<file path="config.mk">
export PLATFORM = sky130hd
export DESIGN_NAME = spike_window_gen
export DESIGN_NICKNAME = d
export VERILOG_FILES = /design/src/rtl/spike_window_gen.sv
export SDC_FILE = /design/constraint.sdc
export NUM_CORES = 1
export LEC_CHECK = 0
export BUFFER_PORTS_ARGS = -buffer_cell sky130_fd_sc_hd__buf_2
export CAP_MARGIN = 20
export CORE_UTILIZATION = 65
export DETAILED_ROUTE_END_ITERATION = 6
export HOLD_SLACK_MARGIN = 0.02
export PLACE_DENSITY = 0.81
export SLEW_MARGIN = 20
export SYNTH_ARGS = -nofsm -noshare
export SYNTH_HDL_FRONTEND = slang
export SYNTH_SLANG_ARGS = --single-unit
</file>
<file path="constraint.sdc">
create_clock -name CLK -period 8.35 [get_ports CLK]
set_clock_uncertainty 0.2 [all_clocks]
set_input_delay 0 -clock CLK [delete_from_list [all_inputs] [get_ports CLK]]
set_output_delay 0 -clock CLK [all_outputs]
set_load 0.01 [all_outputs]
</file>
<file path="src/rtl/spike_window_gen.sv">
// Sliding K x K spike-window generator for a raster pixel stream, with line buffers and frame/time-step sequencing.
// Optional idle power-down request is built only when IDLE_PD_EN is defined.
//
// state   | meaning
// S_IDLE  | counters at 0, no window pending, config follows CFG_* inputs
// S_RUN   | frame pixels being accepted, config frozen
// S_FLUSH | last pixel of last frame taken, waiting for final window to leave
module spike_window_gen #(
  parameter int CH        = 16,
  parameter int K         = 3,
  parameter int HW_WIDTH  = 5,
  parameter int T_WIDTH   = 5,
  parameter int TPD_WIDTH = 4
) (
  input  logic                  CLK,
  input  logic                  RSTB,
  input  logic [HW_WIDTH-1:0]   CFG_W,
  input  logic [HW_WIDTH-1:0]   CFG_H,
  input  logic [T_WIDTH-1:0]    CFG_T,
  input  logic                  CFG_S2,
  input  logic [TPD_WIDTH-1:0]  TPD,
  input  logic                  IN_VALID,
  output logic                  IN_READY,
  input  logic [CH-1:0]         IN_SPIKE,
  output logic                  OUT_VALID,
  input  logic                  OUT_READY,
  output logic [K*K*CH-1:0]     OUT_WINDOW,
  output logic                  FRAME_DONE,
  output logic                  DONE,
  output logic                  PD
);

  localparam int DEPTH = 2**HW_WIDTH;
  localparam logic [HW_WIDTH-1:0] KM1 = HW_WIDTH'(K-1);

  typedef enum logic [1:0] {S_IDLE, S_RUN, S_FLUSH} state_t;
  state_t r_state, w_state_nxt;

  logic [HW_WIDTH-1:0] r_cfg_w, r_cfg_h, r_col, r_row;
  logic [T_WIDTH-1:0]  r_cfg_t, r_t;
  logic                r_cfg_s2;
  logic                r_out_valid, r_frame_done, r_done;
  logic [K*K*CH-1:0]   r_out_window;

  logic [HW_WIDTH-1:0] w_cfg_w, w_cfg_h;
  logic [T_WIDTH-1:0]  w_cfg_t;
  logic                w_cfg_s2, w_idle, w_pd, w_accept, w_emit;
  logic                w_col_last, w_row_last, w_t_last, w_frame_end, w_run_end;
  logic                w_row_even, w_col_even;

  // Column 0 of the held window is dropped on the next shift, so only columns 1..K-1 are kept.
  logic [CH-1:0]       r_lb  [K-1][DEPTH];
  logic [CH-1:0]       r_win [K][K-1];
  logic [CH-1:0]       w_win_nxt [K][K];
  logic [K*K*CH-1:0]   w_win_flat;

  assign w_idle   = (r_state == S_IDLE);
  assign w_cfg_w  = w_idle ? CFG_W  : r_cfg_w;
  assign w_cfg_h  = w_idle ? CFG_H  : r_cfg_h;
  assign w_cfg_t  = w_idle ? CFG_T  : r_cfg_t;
  assign w_cfg_s2 = w_idle ? CFG_S2 : r_cfg_s2;

  assign IN_READY = (!r_out_valid || OUT_READY) && !w_pd;
  assign w_accept = IN_VALID && IN_READY;

  assign w_col_last  = (r_col == w_cfg_w);
  assign w_row_last  = (r_row == w_cfg_h);
  assign w_t_last    = (r_t == w_cfg_t);
  assign w_frame_end = w_col_last && w_row_last;
  assign w_run_end   = w_frame_end && w_t_last;

  assign w_row_even = !(r_row[0] ^ KM1[0]);
  assign w_col_even = !(r_col[0] ^ KM1[0]);
  assign w_emit = w_accept && (r_row >= KM1) && (r_col >= KM1) &&
                  (!w_cfg_s2 || (w_row_even && w_col_even));

  always_comb begin
    w_state_nxt = r_state;
    case (r_state)
      S_IDLE, S_RUN: if (w_accept) w_state_nxt = w_run_end ? S_FLUSH : S_RUN;
      S_FLUSH: begin
        if (w_accept)                        w_state_nxt = w_run_end ? S_FLUSH : S_RUN;
        else if (!r_out_valid || OUT_READY)  w_state_nxt = S_IDLE;
      end
      default: w_state_nxt = S_IDLE;
    endcase
  end

  always_ff @(posedge CLK or negedge RSTB) begin
    if (!RSTB) r_state <= S_IDLE;
    else       r_state <= w_state_nxt;
  end

  always_ff @(posedge CLK or negedge RSTB) begin
    if (!RSTB) begin
      r_cfg_w      <= '0;
      r_cfg_h      <= '0;
      r_cfg_t      <= '0;
      r_cfg_s2     <= 1'b0;
      r_col        <= '0;
      r_row        <= '0;
      r_t          <= '0;
      r_out_valid  <= 1'b0;
      r_out_window <= '0;
      r_frame_done <= 1'b0;
      r_done       <= 1'b0;
    end else begin
      if (w_idle) begin
        r_cfg_w  <= CFG_W;
        r_cfg_h  <= CFG_H;
        r_cfg_t  <= CFG_T;
        r_cfg_s2 <= CFG_S2;
      end
      if (w_accept) begin
        if (w_col_last) begin
          r_col <= '0;
          if (w_row_last) begin
            r_row <= '0;
            r_t   <= w_t_last ? '0 : r_t + T_WIDTH'(1);
          end else begin
            r_row <= r_row + HW_WIDTH'(1);
          end
        end else begin
          r_col <= r_col + HW_WIDTH'(1);
        end
      end
      r_frame_done <= w_accept && w_frame_end;
      r_done       <= w_accept && w_run_end;
      if (w_emit) begin
        r_out_valid  <= 1'b1;
        r_out_window <= w_win_flat;
      end else if (OUT_READY) begin
        r_out_valid  <= 1'b0;
      end
    end
  end

  // New right-hand column: oldest line buffer feeds the top row, the live pixel the bottom row.
  always_comb begin
    for (int r = 0; r < K; r++) begin
      for (int c = 0; c < K-1; c++) w_win_nxt[r][c] = r_win[r][c];
      w_win_nxt[r][K-1] = (r == K-1) ? IN_SPIKE : r_lb[K-2-r][r_col];
    end
  end

  always_comb begin
    w_win_flat = '0;
    for (int r = 0; r < K; r++)
      for (int c = 0; c < K; c++)
        w_win_flat[(r*K+c)*CH +: CH] = w_win_nxt[r][c];
  end

  always_ff @(posedge CLK) begin
    if (w_accept) begin
      for (int r = 0; r < K; r++)
        for (int c = 0; c < K-1; c++)
          r_win[r][c] <= w_win_nxt[r][c+1];
      r_lb[0][r_col] <= IN_SPIKE;
      for (int j = 1; j < K-1; j++) r_lb[j][r_col] <= r_lb[j-1][r_col];
    end
  end

`ifdef IDLE_PD_EN
  logic [TPD_WIDTH-1:0] r_idle_cnt;
  logic                 r_pd;
  logic [TPD_WIDTH:0]   w_idle_cnt_inc;

  assign w_idle_cnt_inc = {1'b0, r_idle_cnt} + (TPD_WIDTH+1)'(1);

  // Wake takes one cycle: PD drops after IN_VALID is seen, and IN_READY stays low meanwhile.
  always_ff @(posedge CLK or negedge RSTB) begin
    if (!RSTB) begin
      r_idle_cnt <= '0;
      r_pd       <= 1'b0;
    end else if (!w_idle || IN_VALID) begin
      r_idle_cnt <= '0;
      if (IN_VALID) r_pd <= 1'b0;
    end else if (!r_pd) begin
      r_idle_cnt <= w_idle_cnt_inc[TPD_WIDTH-1:0];
      if (w_idle_cnt_inc >= {1'b0, TPD}) r_pd <= 1'b1;
    end
  end

  assign w_pd = r_pd;
`else
  logic w_unused_tpd;
  assign w_unused_tpd = ^TPD;
  assign w_pd = 1'b0;
`endif

  assign OUT_VALID  = r_out_valid;
  assign OUT_WINDOW = r_out_window;
  assign FRAME_DONE = r_frame_done;
  assign DONE       = r_done;
  assign PD         = w_pd;

endmodule
</file>
Yosys cells after proc, flatten, opt, wreduce, memory -nomap -nowiden
Memory sizes are Yosys's and may differ from the RTL's.
Index checks and enable logic that the tools add are counted.
{"block": "totals", "input_bits": 40, "word_cells": 76, "ramBits": 1120, "reg_bits": 180, "n_memories": 2, "output_inout_bits": 149}
{"name": "r_lb", "words": 2, "width": 512, "read_ports": 2, "rd_ports_with_merged_regs": 0, "write_ports": 2, "line": "52", "source": "logic [CH-1:0] r_lb [K-1][DEPTH];"}
{"name": "r_win", "words": 3, "width": 32, "read_ports": 3, "rd_ports_with_merged_regs": 0, "write_ports": 3, "line": "53", "source": "logic [CH-1:0] r_win [K][K-1];"}
{"block": "op_classes", "addsub": 3, "n_eq_ne": 7, "n_reduce_logical": 22, "muxes": 25, "n_bitwise": 1, "n_lt_le_gt_ge": 4}
{"cell": "512-bit 2-to-1 mux", "n": 1}
{"cell": "16-bit binary-select mux with 5-bit select", "n": 2}
{"cell": "16-bit demux with 5-bit select", "n": 1}
{"cell": "16-bit 2-to-1 mux", "n": 5}
{"cell": "5-bit 2-to-1 mux", "n": 6}
{"cell": "5-bit by 1-bit adder with 5-bit output, second input constant", "n": 3}
{"cell": "5-bit equality test", "n": 3}
{"cell": "5-bit by 2-bit greater-or-equal comparator with 1-bit output, second input constant", "n": 2}
{"cell": "1-bit logical AND", "n": 10}
{"cell": "2-bit 2-to-1 mux", "n": 4}
{"cell": "6-bit greater-or-equal comparator, second input constant", "n": 1}
{"cell": "6-bit by 1-bit less-than comparator with 1-bit output, second input constant", "n": 1}
{"cell": "5-bit NOT with 6-bit output", "n": 1}
{"cell": "1-bit 2-to-1 mux", "n": 5}
{"cell": "1-bit zero test", "n": 4}
{"cell": "2-bit case mux with 2 select lines", "n": 1}
{"cell": "2-bit AND reduction", "n": 2}
{"cell": "3-bit inequality test, second input constant", "n": 1}
{"cell": "3-bit AND reduction", "n": 1}
{"cell": "2-bit by 1-bit equality test with 1-bit output, second input constant", "n": 1}
{"cell": "2-bit equality test, second input constant", "n": 1}
{"cell": "2-bit zero test", "n": 1}
{"cell": "1-bit logical OR", "n": 2}
{"cell": "2-bit inequality test, second input constant", "n": 1}
{"cell": "2 further kinds", "n": 2}

Longest topological paths before layout
{"block": "depth", "depth_word": 8, "mapped_depth": 11, "depth_no_buf": 7}

Worst setup path after synthesis
Ideal clock, no wire load.
{"block": "synth_path", "kind": "flip-flop to flip-flop", "startpoint": "register r_out_valid (netlist: OUT_VALID)", "endpoint": "memory r_lb[0][256] (netlist bit), enable pin", "arrival_ps": 4845, "stages_incl_launch_ff": 7, "t_required_ps": 7763, "setup_ps": 387, "synth_period_minus_slack_ps": 5432, "n_path_buf": 1, "slack_ps": 2918, "cell_sequence": "dfrtp_1 > nand2b_1 > nand2_1 > clkinv_1 > clkbuf_1 > nand3_1 > inv_1"}
{"item": "start: declaration", "line": "42", "source": "logic r_out_valid, r_frame_done, r_done;"}
{"item": "start signal: assignment", "line": "103", "source": "r_out_valid <= 1'b0;"}
{"item": "start signal: assignment", "line": "130", "source": "r_out_valid <= 1'b1;"}
{"item": "start signal: assignment", "line": "133", "source": "r_out_valid <= 1'b0;"}
{"item": "end: declaration", "line": "52"}

==> flow_summary.rst <==
.. list-table::
   :header-rows: 1

   * - Metric
     - Value
   * - Library cell appearing most often on the critical path
     - buf_4
   * - Critical Path, Cell by Cell
     - buf_4 > inv_1 > ha_1 > nand2_1 > nor2_4 > buf_4
   * - Period utilisation layout
     - 51.4%
   * - Number of hold violations in the final report
     - 0
   * - RSZ-0062 raised after global routing
     - false
   * - Flip-flop count of the largest register, all copies and words added
     - 1024
   * - Synth Flop Type
     - edfxtp_1
   * - Count of max-cap constraint violations
     - 0
   * - Time the worst path needs with I/O delays and setup
     - 4290 ps
   * - Horizontal die dimension
     - 275 µm
   * - Largest register by flop count
     - r_lb
   * - Antenna diode count
     - 0
   * - Total via count after detailed routing
     - 25394
   * - Fraction of layout instances using a drive strength above 1
     - 34.6%
   * - Transition at the pin with the smallest max-transition slack
     - 1100 ps
   * - Violated checks
     - design-rule violations
   * - Worst-case vdd ir drop
     - 289 µV
   * - Run status
     - complete, but fails checks
   * - Portion of the post-synthesis area used by sequential elements
     - 78.8%
   * - Hold Buf Count CTS
     - 50
   * - All-layer global routing usage
     - 33.9%
   * - Relative slew slack
     - 26.5%
   * - Per-cell via count in the routed design
     - 7.16
   * - Hpwl dp
     - 58.9 mm
   * - Sequential power share
     - 45.0%
   * - CTS buffer count
     - 120
   * - Post-synthesis instance total
     - 2174
   * - Tot Pwr
     - 21.2 mW
   * - Cell Int Power
     - 14.6 mW
   * - Delay of the slowest cell on the worst path
     - 980 ps
   * - Register bit count reported by yosys
     - 1300
   * - Clock latency on the worst-skew pair
     - 720 ps
   * - Netlist cell types
     - 53
   * - Final sum of negative setup slack
     - 0 ps
   * - Share of the core filled with cells
     - 75.7%
   * - # setup viols final
     - 0
   * - Die outline height
     - 275 µm
   * - CP startpoint kind
     - register
   * - Clock edge transition at the registers on the reported setup and hold paths
     - 60 ps
   * - Endpoint class of the critical path
     - register
   * - Tightest hold margin
     - 67.8 ps
   * - End of the worst register-to-register path
     - r_lb[0][502]$_DFFE_PP_
   * - Fmax achieved
     - 233 MHz
   * - Count of cells resized by post-cts repair
     - 0
   * - Clock tree from TritonCTS
     - built
   * - Number of buffers inserted by port buffering
     - 183
   * - Total global routing overflow
     - 0
   * - DRT Pass-1 Iters
     - 7
   * - Buffers & Inverters on Critical Path
     - 3
   * - Fraction of power spent switching nets
     - 31.3%
   * - Net count after synthesis
     - 2221
   * - Cell area after synthesis
     - 48400 µm²
   * - Number of cells traversed by the worst register-to-register path
     - 6
   * - CP Max Fanout
     - 60
   * - Final antenna-violating net count
     - 0
   * - Cells taking the most area after synthesis
     - edfxtp_1 (69%), mux4_2 (12%), dfrtp_1 (9.3%), mux2_2 (3.4%), a22oi_1 (2.0%)
   * - Post-detailed-routing wire length
     - 126 mm
   * - Average wire per standard cell
     - 35.4 µm
   * - Commonest cells in the netlist
     - edfxtp_1 (1120), mux4_2 (256), dfrtp_1 (180)
   * - Fraction of registers with async set/reset
     - 13.8%
   * - Wire length of the first global-routing pass
     - 179 mm
   * - Buffer depth of the longest clock path
     - 3
   * - Multi-input gate area in the final layout
     - 10000 µm²
   * - Count of flip-flops with a built-in enable after synthesis
     - 1120
   * - Worst path arrival time
     - 4430 ps
   * - Mean Syn Cell Area
     - 22.3 µm²
   * - Count of yosys warnings during synthesis
     - 0
   * - Area share of the largest cell type after synthesis
     - 69.5%
   * - Leakage power total
     - 18.6 nW
   * - Crit path max-delay family
     - simple AND/OR/NAND/NOR gates
   * - Drc violations
     - 19
   * - Final nets
     - 2530
   * - Reg-to-reg critical path startpoint
     - r_col[1]$_DFFE_PN0P_
   * - Most frequently used cell type in the post-synthesis netlist
     - edfxtp_1
   * - Initial standard-cell utilization of the core
     - 66.0%
   * - Number of global-route vias before repair
     - 25887
   * - Post-CTS setup repair buffer count
     - 0
   * - Yosys top cell by area
     - edfxtp_1
   * - Ports placed on the boundary
     - 189
   * - Critical path class
     - reg2reg
   * - Routability Congestion
     - 0.760
   * - Clock network fraction of total power
     - 26.9%
   * - Placement row count
     - 99
   * - Antenna violations before repair
     - 1
   * - Logic gate share of total power
     - 28.0%
   * - Register-to-register path setup slack
     - 4060 ps
   * - Standard cell with the maximum stage delay on the critical path
     - nor2_4
   * - CP required
     - 8490 ps
   * - Class of the most critical hold timing path
     - in2reg
   * - Number of filler instances in the final layout
     - 3549
   * - Cell count of the worst hold path
     - 4
   * - DRC marker count from the first detailed-route iteration
     - 3280
   * - Core box area
     - 73300 µm²
   * - Clock root buffer
     - clkbuf_16
   * - Sinks on the clock net
     - 1300
   * - Power dissipated by switching net loads
     - 6.63 mW
   * - Power per unit of standard cell area
     - 382 nW/µm²
   * - Area growth from synthesis to layout
     - 14.7%
   * - Die area
     - 75600 µm²
   * - Final-report max-slew violation count
     - 0
   * - Pin count of the biggest net entering global routing
     - 151
   * - Number of levels in the clock H-tree
     - 3
   * - Reg area
     - 38100 µm²
   * - WHS Endpoint
     - r_cfg_h[4]$_DFF_PN0_
   * - Startpoint of the worst hold path
     - CFG_H[4]
-- power by group through the flow --
| stage | logic [mW] | clock network [mW] | registers (mW) |
|---|---|---|---|
| after global routing | 6.19 | 5.97 | 9.62 |
| after floorplan | 3.45 | 0 | 9.65 |
| after global placement | 5.39 | 0 | 9.55 |
| final | 5.94 | 5.71 | 9.54 |
| after CTS | 5.86 | 5.71 | 9.54 |
| after detailed placement | 5.66 | 0 | 9.63 |
-- layer usage --
layer | up-vias | share of wire, % | track usage, %
li1 | 9690 | - | -
met3 | 419 | 11 | 6.68
met1 | 13194 | 33 | 43.0
met4 | 0 | 5.1 | 16.9
met5 | - | 0 | 0
met2 | 2091 | 51 | 56.8
-- metrics by stage --
step	setup WS (ps)	cells	cell area, µm²
detailed placement	3880	3269	50900
finish	4060	3549	55500
floorplan	2920	2174	48400
global route	3970	3549	55500
CTS	3890	3548	55500
global placement	3860	3268	50900
-- cell usage in the layout (no fill, tap or decap), types with 13 or more instances in the layout --
master,count
clkinv_2,25
clkbuf_16,124
a22oi_1,128
dfrtp_1,178
dlygate4sd3_1,49
buf_4,62
clkbuf_1,27
clkinv_1,16
nor2_4,32
bufinv_16,15
nand4_1,36
mux4_2,256
nand2_1,13
edfxtp_1,1120
buf_2,182
mux2_2,145
inv_1,15
-- worst max path at each step --
stage	startpoint	end	slack, ps	cells past startpoint
5_1_grt	r_col[1]$_DFFE_PN0P_	r_lb[0][509]$_DFFE_PP_	3970	6
2_1_floorplan	OUT_VALID$_DFFE_PN0P_	r_lb[0][256]$_DFFE_PP_	2920	6
3_3_place_gp	r_col[0]$_DFFE_PN0P_	OUT_WINDOW[88]$_DFFE_PN0P_	3860	5
6_report	r_col[1]$_DFFE_PN0P_	r_lb[0][502]$_DFFE_PP_	4060	6
4_1_cts	r_col[1]$_DFFE_PN0P_	OUT_WINDOW[95]$_DFFE_PN0P_	3890	5
3_5_place_dp	r_col[1]$_DFFE_PN0P_	OUT_WINDOW[95]$_DFFE_PN0P_	3880	5
-- kinds of logic after synthesis --
kind of cell               count (synthesis)  share of synthesized area [%]
other                                      1                        0.00775
and+or+nand+nor                          143                           1.62
muxes                                    411                           15.5
adders and majority gates                  7                          0.181
DFF                                     1300                           78.8
xor gates and xnor gates                  10                          0.181
buffers and inverters                    131                           1.10
AOI/OAI and AO/OA                        171                           2.62
-- layout make-up --
cell class	instances	area share [%]
Sequential cell	1300	68.7
Clock buffer	158	5.95
Inverter	17	0.122
Tap cell	959	2.16
Multi-Input combinational cell	743	18.0
Clock inverter	71	1.45
Timing Repair Buffer	301	3.61
-- worst min-delay path, cell delays in order --
cell           delay, ps
dlygate4sd3_1        550
buf_2                120
or3b_2               200
nand2_1               50
Note: power is estimated with default switching activity, not from simulation.
